`config.mk`:
```
export PLATFORM = sky130hd
export DESIGN_NAME = seq_array_mul_flat
export DESIGN_NICKNAME = d
export VERILOG_FILES = /design/src/rtl/seq_array_mul_pkg.sv /design/src/rtl/seq_array_mul_if.sv /design/src/rtl/seq_array_mul_pp_chunk.sv /design/src/rtl/seq_array_mul.sv /design/src/flat_wrapper.sv
export SDC_FILE = /design/constraint.sdc
export NUM_CORES = 1
export LEC_CHECK = 0
export ABC_AREA = 1
export CORE_UTILIZATION = 55
export DETAILED_ROUTE_END_ITERATION = 10
export GPL_TIMING_DRIVEN = 0
export PLACE_DENSITY = 0.83
export SKIP_LAST_GASP = 1
export SLEW_MARGIN = 20
export SYNTH_ARGS = -nofsm -noshare
export SYNTH_HDL_FRONTEND = slang
export SYNTH_HIERARCHICAL = 1
export SYNTH_SLANG_ARGS = --single-unit
```
`constraint.sdc`:
```
create_clock -name clk -period 3.05 [get_ports clk]
set_input_delay 0.7625 -clock clk [delete_from_list [all_inputs] [get_ports clk]]
set_output_delay 0.7625 -clock clk [all_outputs]
set_load 0.02 [all_outputs]
```
`src/rtl/seq_array_mul_pkg.sv`:
```
// ----------------------------------------------------------------------------
// seq_array_mul_pkg
//   Shared types and helpers for the sequential array multiplier.
//   - state_t             : controller state encoding (IDLE/CALC/DONE)
//   - calc_cycles()       : number of CALC clocks for an M-bit multiplier, K bits/clock
//   - cnt_width()         : width of the chunk counter
//   - SEQ_ARRAY_MUL_CFG_OK: N/M/K legality expression used at elaboration
// ----------------------------------------------------------------------------
`ifndef SEQ_ARRAY_MUL_CFG_OK
`define SEQ_ARRAY_MUL_CFG_OK(n, m, k) (((n) >= 2) && ((m) >= 2) && ((k) >= 1) && (((m) % (k)) == 0))
`endif

package seq_array_mul_pkg;

    typedef enum logic [1:0] {
        ST_IDLE = 2'd0,
        ST_CALC = 2'd1,
        ST_DONE = 2'd2
    } state_t;

    // Clocks spent in CALC when no early termination applies.
    function automatic int unsigned calc_cycles(input int unsigned m, input int unsigned k);
        return m / k;
    endfunction

    // Counter must hold 0..CYC.
    function automatic int unsigned cnt_width(input int unsigned m, input int unsigned k);
        return $clog2((m / k) + 1);
    endfunction

endpackage

```
`src/rtl/seq_array_mul_if.sv`:
```
// ----------------------------------------------------------------------------
// seq_array_mul_if
//   Operand/result handshake bundle for seq_array_mul.
//   Operand side : in_valid, in_ready, A (N), B (M), sg
//   Result side  : out_valid, out_ready, Y (N+M)
//   master = producer of operands / consumer of results, slave = multiplier.
// ----------------------------------------------------------------------------
interface seq_array_mul_if #(
    parameter int unsigned N = 4,
    parameter int unsigned M = 4
);
    logic             in_valid;
    logic             in_ready;
    logic [N-1:0]     A;
    logic [M-1:0]     B;
    logic             sg;
    logic             out_valid;
    logic             out_ready;
    logic [N+M-1:0]   Y;

    modport master (
        output in_valid, A, B, sg, out_ready,
        input  in_ready, out_valid, Y
    );

    modport slave (
        input  in_valid, A, B, sg, out_ready,
        output in_ready, out_valid, Y
    );
endinterface

```
`src/rtl/seq_array_mul_pp_chunk.sv`:
```
// ----------------------------------------------------------------------------
// seq_array_mul_pp_chunk
//   Combinational partial-product term for one K-bit multiplier chunk.
//   Ports:
//     a_ext  in  W  multiplicand, extended to W and pre-shifted to the chunk position
//     chunk  in  K  current multiplier bits (LSB first)
//     last   in  1  this is the most-significant chunk
//     sg     in  1  signed operation
//     term_c out W  sum of a_ext<<j for set chunk bits, mod 2^W
//   In signed mode the top multiplier bit weighs -2^(M-1), so on the last
//   chunk its contribution is subtracted instead of added.
// ----------------------------------------------------------------------------
module seq_array_mul_pp_chunk
    import seq_array_mul_pkg::*;
#(
    parameter int unsigned W = 8,
    parameter int unsigned K = 1
) (
    input  logic [W-1:0] a_ext,
    input  logic [K-1:0] chunk,
    input  logic         last,
    input  logic         sg,
    output logic [W-1:0] term_c
);

    // Shift-and-add over the chunk bits; the sign bit of B negates its row.
    always_comb begin
        term_c = '0;
        for (int unsigned j = 0; j < K; j++) begin
            if (chunk[j]) begin
                if (sg && last && (j == K - 1)) begin
                    term_c = term_c - (a_ext << j);
                end else begin
                    term_c = term_c + (a_ext << j);
                end
            end
        end
    end

endmodule

```
`src/rtl/seq_array_mul.sv`:
```
// ----------------------------------------------------------------------------
// seq_array_mul
//   Multi-cycle NxM multiplier producing the exact N+M-bit product, signed or
//   unsigned per operation, retiring K multiplier bits per clock.
//   Ports:
//     clk   in  1   clock, rising edge
//     rst   in  1   synchronous active-high reset
//     bus   slave   seq_array_mul_if: in_valid/in_ready/A/B/sg, out_valid/out_ready/Y
//     busy  out 1   high while in CALC
//   Latency accept -> out_valid is M/K clocks.
//   Build option MUL_EARLY_TERM_EN: finish as soon as the remaining multiplier
//   bits are all zero (latency 1..M/K); the product is identical either way.
// ----------------------------------------------------------------------------
module seq_array_mul
    import seq_array_mul_pkg::*;
#(
    parameter int unsigned N = 4,
    parameter int unsigned M = 4,
    parameter int unsigned K = 1
) (
    input  logic            clk,
    input  logic            rst,
    seq_array_mul_if.slave  bus,
    output logic            busy
);

    localparam int unsigned W   = N + M;
    localparam int unsigned CYC = calc_cycles(M, K);
    localparam int unsigned CW  = cnt_width(M, K);

    if (!(`SEQ_ARRAY_MUL_CFG_OK(N, M, K))) begin : g_cfg_check
        $error("seq_array_mul: illegal N/M/K (need N>=2, M>=2, M%%K==0)");
    end

    state_t          state;
    logic [W-1:0]    a_sh;       // extended multiplicand, shifted left K per chunk
    logic [M-1:0]    b_rem;      // multiplier, shifted right K per chunk
    logic            sg_q;
    logic [W-1:0]    acc;
    logic [W-1:0]    y_q;
    logic            out_valid_q;
    logic [CW-1:0]   cnt;

    logic [W-1:0]    term_c;
    logic [W-1:0]    acc_sum_c;
    logic [W-1:0]    a_ext_c;
    logic            last_c;
    logic            finish_c;
    logic            accept_c;

    // Handshake
    assign bus.in_ready  = (state == ST_IDLE) || ((state == ST_DONE) && bus.out_ready);
    assign accept_c      = bus.in_valid && bus.in_ready;
    assign bus.out_valid = out_valid_q;
    assign bus.Y         = y_q;

    // Sign- or zero-extend A to the product width
    assign a_ext_c = {{M{bus.sg & bus.A[N-1]}}, bus.A};

    assign last_c    = (cnt == CW'(CYC - 1));
    assign acc_sum_c = acc + term_c;

`ifdef MUL_EARLY_TERM_EN
    // Nothing left above this chunk: the product is complete now.
    // A negative signed B keeps its MSB set, so it always runs to the last chunk.
    assign finish_c = last_c || ((b_rem >> K) == '0);
`else
    assign finish_c = last_c;
`endif

    seq_array_mul_pp_chunk #(
        .W (W),
        .K (K)
    ) u_pp_chunk (
        .a_ext  (a_sh),
        .chunk  (b_rem[K-1:0]),
        .last   (last_c),
        .sg     (sg_q),
        .term_c (term_c)
    );

    // Controller, counter and accumulator
    always_ff @(posedge clk) begin
        if (rst) begin
            state       <= ST_IDLE;
            a_sh        <= '0;
            b_rem       <= '0;
            sg_q        <= 1'b0;
            acc         <= '0;
            y_q         <= '0;
            out_valid_q <= 1'b0;
            busy        <= 1'b0;
            cnt         <= '0;
        end else begin
            case (state)
                ST_IDLE: begin
                    state <= ST_IDLE;
                end
                ST_CALC: begin
                    if (finish_c) begin
                        y_q         <= acc_sum_c;
                        out_valid_q <= 1'b1;
                        busy        <= 1'b0;
                        state       <= ST_DONE;
                    end else begin
                        acc   <= acc_sum_c;
                        cnt   <= cnt + CW'(1);
                        a_sh  <= a_sh << K;
                        b_rem <= b_rem >> K;
                    end
                end
                ST_DONE: begin
                    if (bus.out_ready) begin
                        out_valid_q <= 1'b0;
                        state       <= ST_IDLE;
                    end
                end
                default: begin
                    state <= ST_IDLE;
                end
            endcase

            // Accept only happens from IDLE or from DONE with out_ready;
            // it overrides the IDLE transition for back-to-back operation.
            if (accept_c) begin
                a_sh  <= a_ext_c;
                b_rem <= bus.B;
                sg_q  <= bus.sg;
                acc   <= '0;
                cnt   <= '0;
                busy  <= 1'b1;
                state <= ST_CALC;
            end
        end
    end

endmodule

```
`src/flat_wrapper.sv`:
```
// flat-port wrapper written by rule: the top's interface ports become plain ports
module seq_array_mul_flat import seq_array_mul_pkg::*;
#(
    parameter int unsigned N = 4,
    parameter int unsigned M = 4,
    parameter int unsigned K = 1
)
  (clk, rst, busy, bus_in_valid, bus_A, bus_B, bus_sg, bus_out_ready, bus_in_ready, bus_out_valid, bus_Y);
  seq_array_mul_if #(.N(N), .M(M)) bus_i ();
  input  logic clk;
  input  logic rst;
  output logic busy;
  input wire logic [$bits(bus_i.in_valid)-1:0] bus_in_valid;
  input wire logic [$bits(bus_i.A)-1:0] bus_A;
  input wire logic [$bits(bus_i.B)-1:0] bus_B;
  input wire logic [$bits(bus_i.sg)-1:0] bus_sg;
  input wire logic [$bits(bus_i.out_ready)-1:0] bus_out_ready;
  output wire logic [$bits(bus_i.in_ready)-1:0] bus_in_ready;
  output wire logic [$bits(bus_i.out_valid)-1:0] bus_out_valid;
  output wire logic [$bits(bus_i.Y)-1:0] bus_Y;
  assign bus_i.in_valid = bus_in_valid;
  assign bus_i.A = bus_A;
  assign bus_i.B = bus_B;
  assign bus_i.sg = bus_sg;
  assign bus_i.out_ready = bus_out_ready;
  assign bus_in_ready = bus_i.in_ready;
  assign bus_out_valid = bus_i.out_valid;
  assign bus_Y = bus_i.Y;
  seq_array_mul #(.N(N), .M(M), .K(K)) u_core (.clk(clk), .rst(rst), .bus(bus_i), .busy(busy));
endmodule
```
==> results.txt <==
----------------------------------------------------
[Global route]
  Maximum number of pins on one net before global-route repair ... 12
  Aggregate global-route resource usage ... about 25%
  Via count of the first global-routing pass ... 1695
  Number of antenna violations at the first check in global routing ... 0
  Total overflow reported by the global router ... 0
  Global-route wire length before repair ... about 8 mm

[Clock network]
  Total clock buffers created by CTS ... 5
  TritonCTS clock tree ... done
  Clock latency of the later-clocked register in the worst-skew pair ... 290 ps
  CTS H-tree lvls ... 2
  Clock Tree Root ... clkbuf_8
  CTS Hold Bufs ... 0
  Number of buffers between clock root and the deepest sink ... 2
  Gates resized, CTS repair ... 1
  Clock transition at path regs ... ~70 ps
  Number of setup buffers added after CTS ... 0
  Sink Count ... 36

[Worst hold path]
  HP Class ... reg2reg
  Worst hold path endpoint ... u_core/bus.out_valid
  Worst hold path cell count ... 2
  Critical hold path startpoint ... u_core/bus.out_valid

[Detailed routing]
  Detailed-routing iteration count for the pre-antenna-repair pass ... 4
  Number of DRC violations after detailed routing ... 0
  WL per Instance ... ~13 um
  Number of vias per cell ... roughly 5.2
  Number of antenna-violating nets in the routed design ... 0
  Routed Wire Length ... approximately 4.7 mm
  DRC marker count from the first detailed-route iteration ... 146
  Count of vias placed by the detailed router ... ~1900

[Synthesis]
  Synthesis-stage register bit count ... 36
  Area share of and/or/nand/nor cells after synthesis ... around 30%
  Fraction of post-synthesis cell area in the top cell type by area ... 34.64%
  XOR/XNOR share of the synthesized area ... less than 1%
  Largest family of logic cells by synthesized area ... simple AND/OR/NAND/NOR gates
  Syn_nets ... about 310
  Adder and majority gate portion of the synthesized area ... under 10%
  Ranking of synthesized cells by area ... dfxtp_1, nand2_1, inv_1
  Warning count from the yosys run ... 6
  Average footprint of a synthesized cell ... around 7.2 um^2
  Count of distinct cell types in the synthesized netlist ... 34
  Leading area contributor after synthesis ... dfxtp_1
  Fraction of the yosys area taken by sequential cells ... approximately a third
  Mux share of post-synthesis cell area ... 0%
  Post-synthesis instance total ... around 290
  Netlist area before placement ... 0.002081 mm^2
  Compound-cell area share of the yosys netlist ... about 17%

[Floorplan]
  Die Width ... 63.51 um
  Full die area ... 0.004033 mm^2
  Number of primary I/O pins ... 24
  Starting density of the core ... 59.99%
  Die height ... 63.51 um
  Placeable Area ... 0.003468 mm^2
  Number of placement rows ... 21

[Critical path]
  Crit end category ... primary output
  Cell breakdown of the critical path ... clkdlybuf4s50_1 > inv_1 > a21oi_4 > dlymetal6s2s_1
  Endpoint of the lowest-slack register-to-register path ... u_core/bus.Y[4]
  R2R Setup Slk ... about 560 ps
  Req. time, crit path ... between 2000 and 2500 ps
  Crit path DAT ... between 1500 and 2000 ps
  Worst reg2reg path depth ... 15
  Crit path launch type ... input pin
  Startpoint of the worst register-to-register path ... u_core/cnt[0]
  Crit path max fanout ... 8
  Master of the slowest instance on the critical path ... clkdlybuf4s50_1
  Peak per-stage delay on the critical path ... about 480 ps
  Critical path class ... in2out

[STA]
  Hold Violations, Final ... 0
  WHS ... around 460 ps
  Peak clock frequency supported by timing ... between 0.3 and 0.4 GHz
  Period Utilization, post-route ... a little under nine tenths
  Slew headroom ... about four fifths
  Final Max Tran Viols ... 0
  Unrepaired setup endpoints after global routing ... false
  Final number of setup-violating endpoints ... 0
  Final Skew ... 8.357 ps
  Final Critical Period ... around 2600 ps
  Slew at the pin with the worst max-slew slack ... slightly above 300 ps

[Finish]
  Footprint of the multi-input gates ... around 0.0011 mm^2
  Area growth, synth to finish ... 17.44%
  Sequential cell area ... approximately 700 um^2
  # diodes ... 0
  Fill cells ... 302
  Fraction of final layout cells sized beyond drive strength 1 ... 12.26%
  Leading cell types in the layout, fill and taps excluded ... nand2_1, dfxtp_1, inv_1
  Commonest non-fill, non-tap cell in the layout ... nand2_1
  Net total in the final layout ... 341
  Finished Layout Cells ... between 300 and 400

[Power]
  Largest voltage drop on the vdd net ... between 0.0003 and 0.0004 V
  Leak ... ~1.1 nW
  Total power per unit cell area ... ~420 mW/mm^2

[Placed design]
  RD Place Congestion ... between 0.8 and 0.9
  Number of port buffers ... 21
  Dpl hpwl ... between 3 and 4 mm
  # placed instances ... between 300 and 400

[Job]
  Reported max-cap violation count ... 0

[Run status]
  Result of the run ... complete, no violations

----------------------------------------------------
## critical path: cells and delay by family
| kind | cells | cell delay [ps] |
|---|---|---|
| AO/OA/AOI/OAI | 1 | 240 |
| buffers and inverters | 3 | 840 |
## cell families (layout without fill, tap and decap cells)
group | count (synthesis) | count (layout)
simple gates | 130 | 130
buf+inv | 50 | 79
fa+ha+maj | 11 | 11
compound gates | 60 | 60
flops | 36 | 36
xor+xnor | 2 | 2
## power by group
| part | switching, mW | leakage (nW) | internal, mW | total, mW |
|---|---|---|---|---|
| Sequential | 0.0223 | 0.294 | 0.491 | 0.514 |
| Clock | 0.176 | 0.0424 | 0.163 | 0.339 |
| Combinational | 0.0995 | 0.787 | 0.0674 | 0.167 |
| Total | 0.298 | 1.12 | 0.722 | 1.02 |
## cells in the mapped netlist (all sizes together)
library cell,number
nand2,73
inv,41
dfxtp,36
nand3,28
a21oi,26
nor2,20
o21ai,17
ha,10
buf,8
o21a,8
a31oi,6
or2,5
nand3b,2
o211ai,2
xnor2,2
and3,1
clkinv,1
fa,1
nand4,1
o21bai,1
## stage by stage
step | worst slack [ps] | power (mW) | TNS (ps) | cell area, um^2 | utilization, %
3_3_place_gp | -8.576 | 0.6818 | -8.576 | 2349 | 67.71
5_1_grt | 278.8 | 1.073 | 0 | 2444 | 70.45
2_1_floorplan | 833.3 | 0.6369 | 0 | 2081 | -
3_5_place_dp | -21.21 | 0.6867 | -21.21 | 2349 | 67.71
6_report | 443.2 | 1.020 | 0 | 2444 | 70.45
4_1_cts | 65.92 | 1.026 | 0 | 2441 | 70.38
## per-layer routing
layer	track usage, %	vias to the layer above	part of all wire [%]
met5	0	-	0
met1	33.41	863	49
met4	6.818	0	1.3
li1	-	998	-
met3	5.978	8	3.3
met2	40.16	39	46
## registers in the layout, summed over array words and instances, names as in the netlist
register	flops
u_core/bus.Y	8
u_core/a_sh	8
u_core/b_rem	4
u_core/sg_q	1
u_core/acc	8
u_core/bus.out_valid	1
u_core/cnt	3
u_core/state	2
u_core/busy	1
## area by class of cell
class | instances | area share [%]
inverters | 42 | 6.964
well taps | 46 | 2.355
repair buffers | 21 | 8.705
plain buffers | 8 | 2.509
multi-input cells | 203 | 46.49
clock inverters | 1 | 0.3584
flip-flops and latches | 36 | 29.49
clock buffers | 7 | 3.123
## worst max-delay path by stage
| stage | start | to | slack, ps |
|---|---|---|---|
| final | bus_out_ready | bus_in_ready | 440 |
| after detailed placement | bus_out_ready | bus_in_ready | -20 |
| after global routing | u_core/cnt[0] | u_core/bus.Y[4] | 280 |
| after floorplan | u_core/cnt[0] | u_core/acc[4] | 830 |
| after CTS | bus_out_ready | bus_in_ready | 70 |
| after global placement | bus_out_ready | bus_in_ready | -9 |
(Power assumes the default switching activity.)
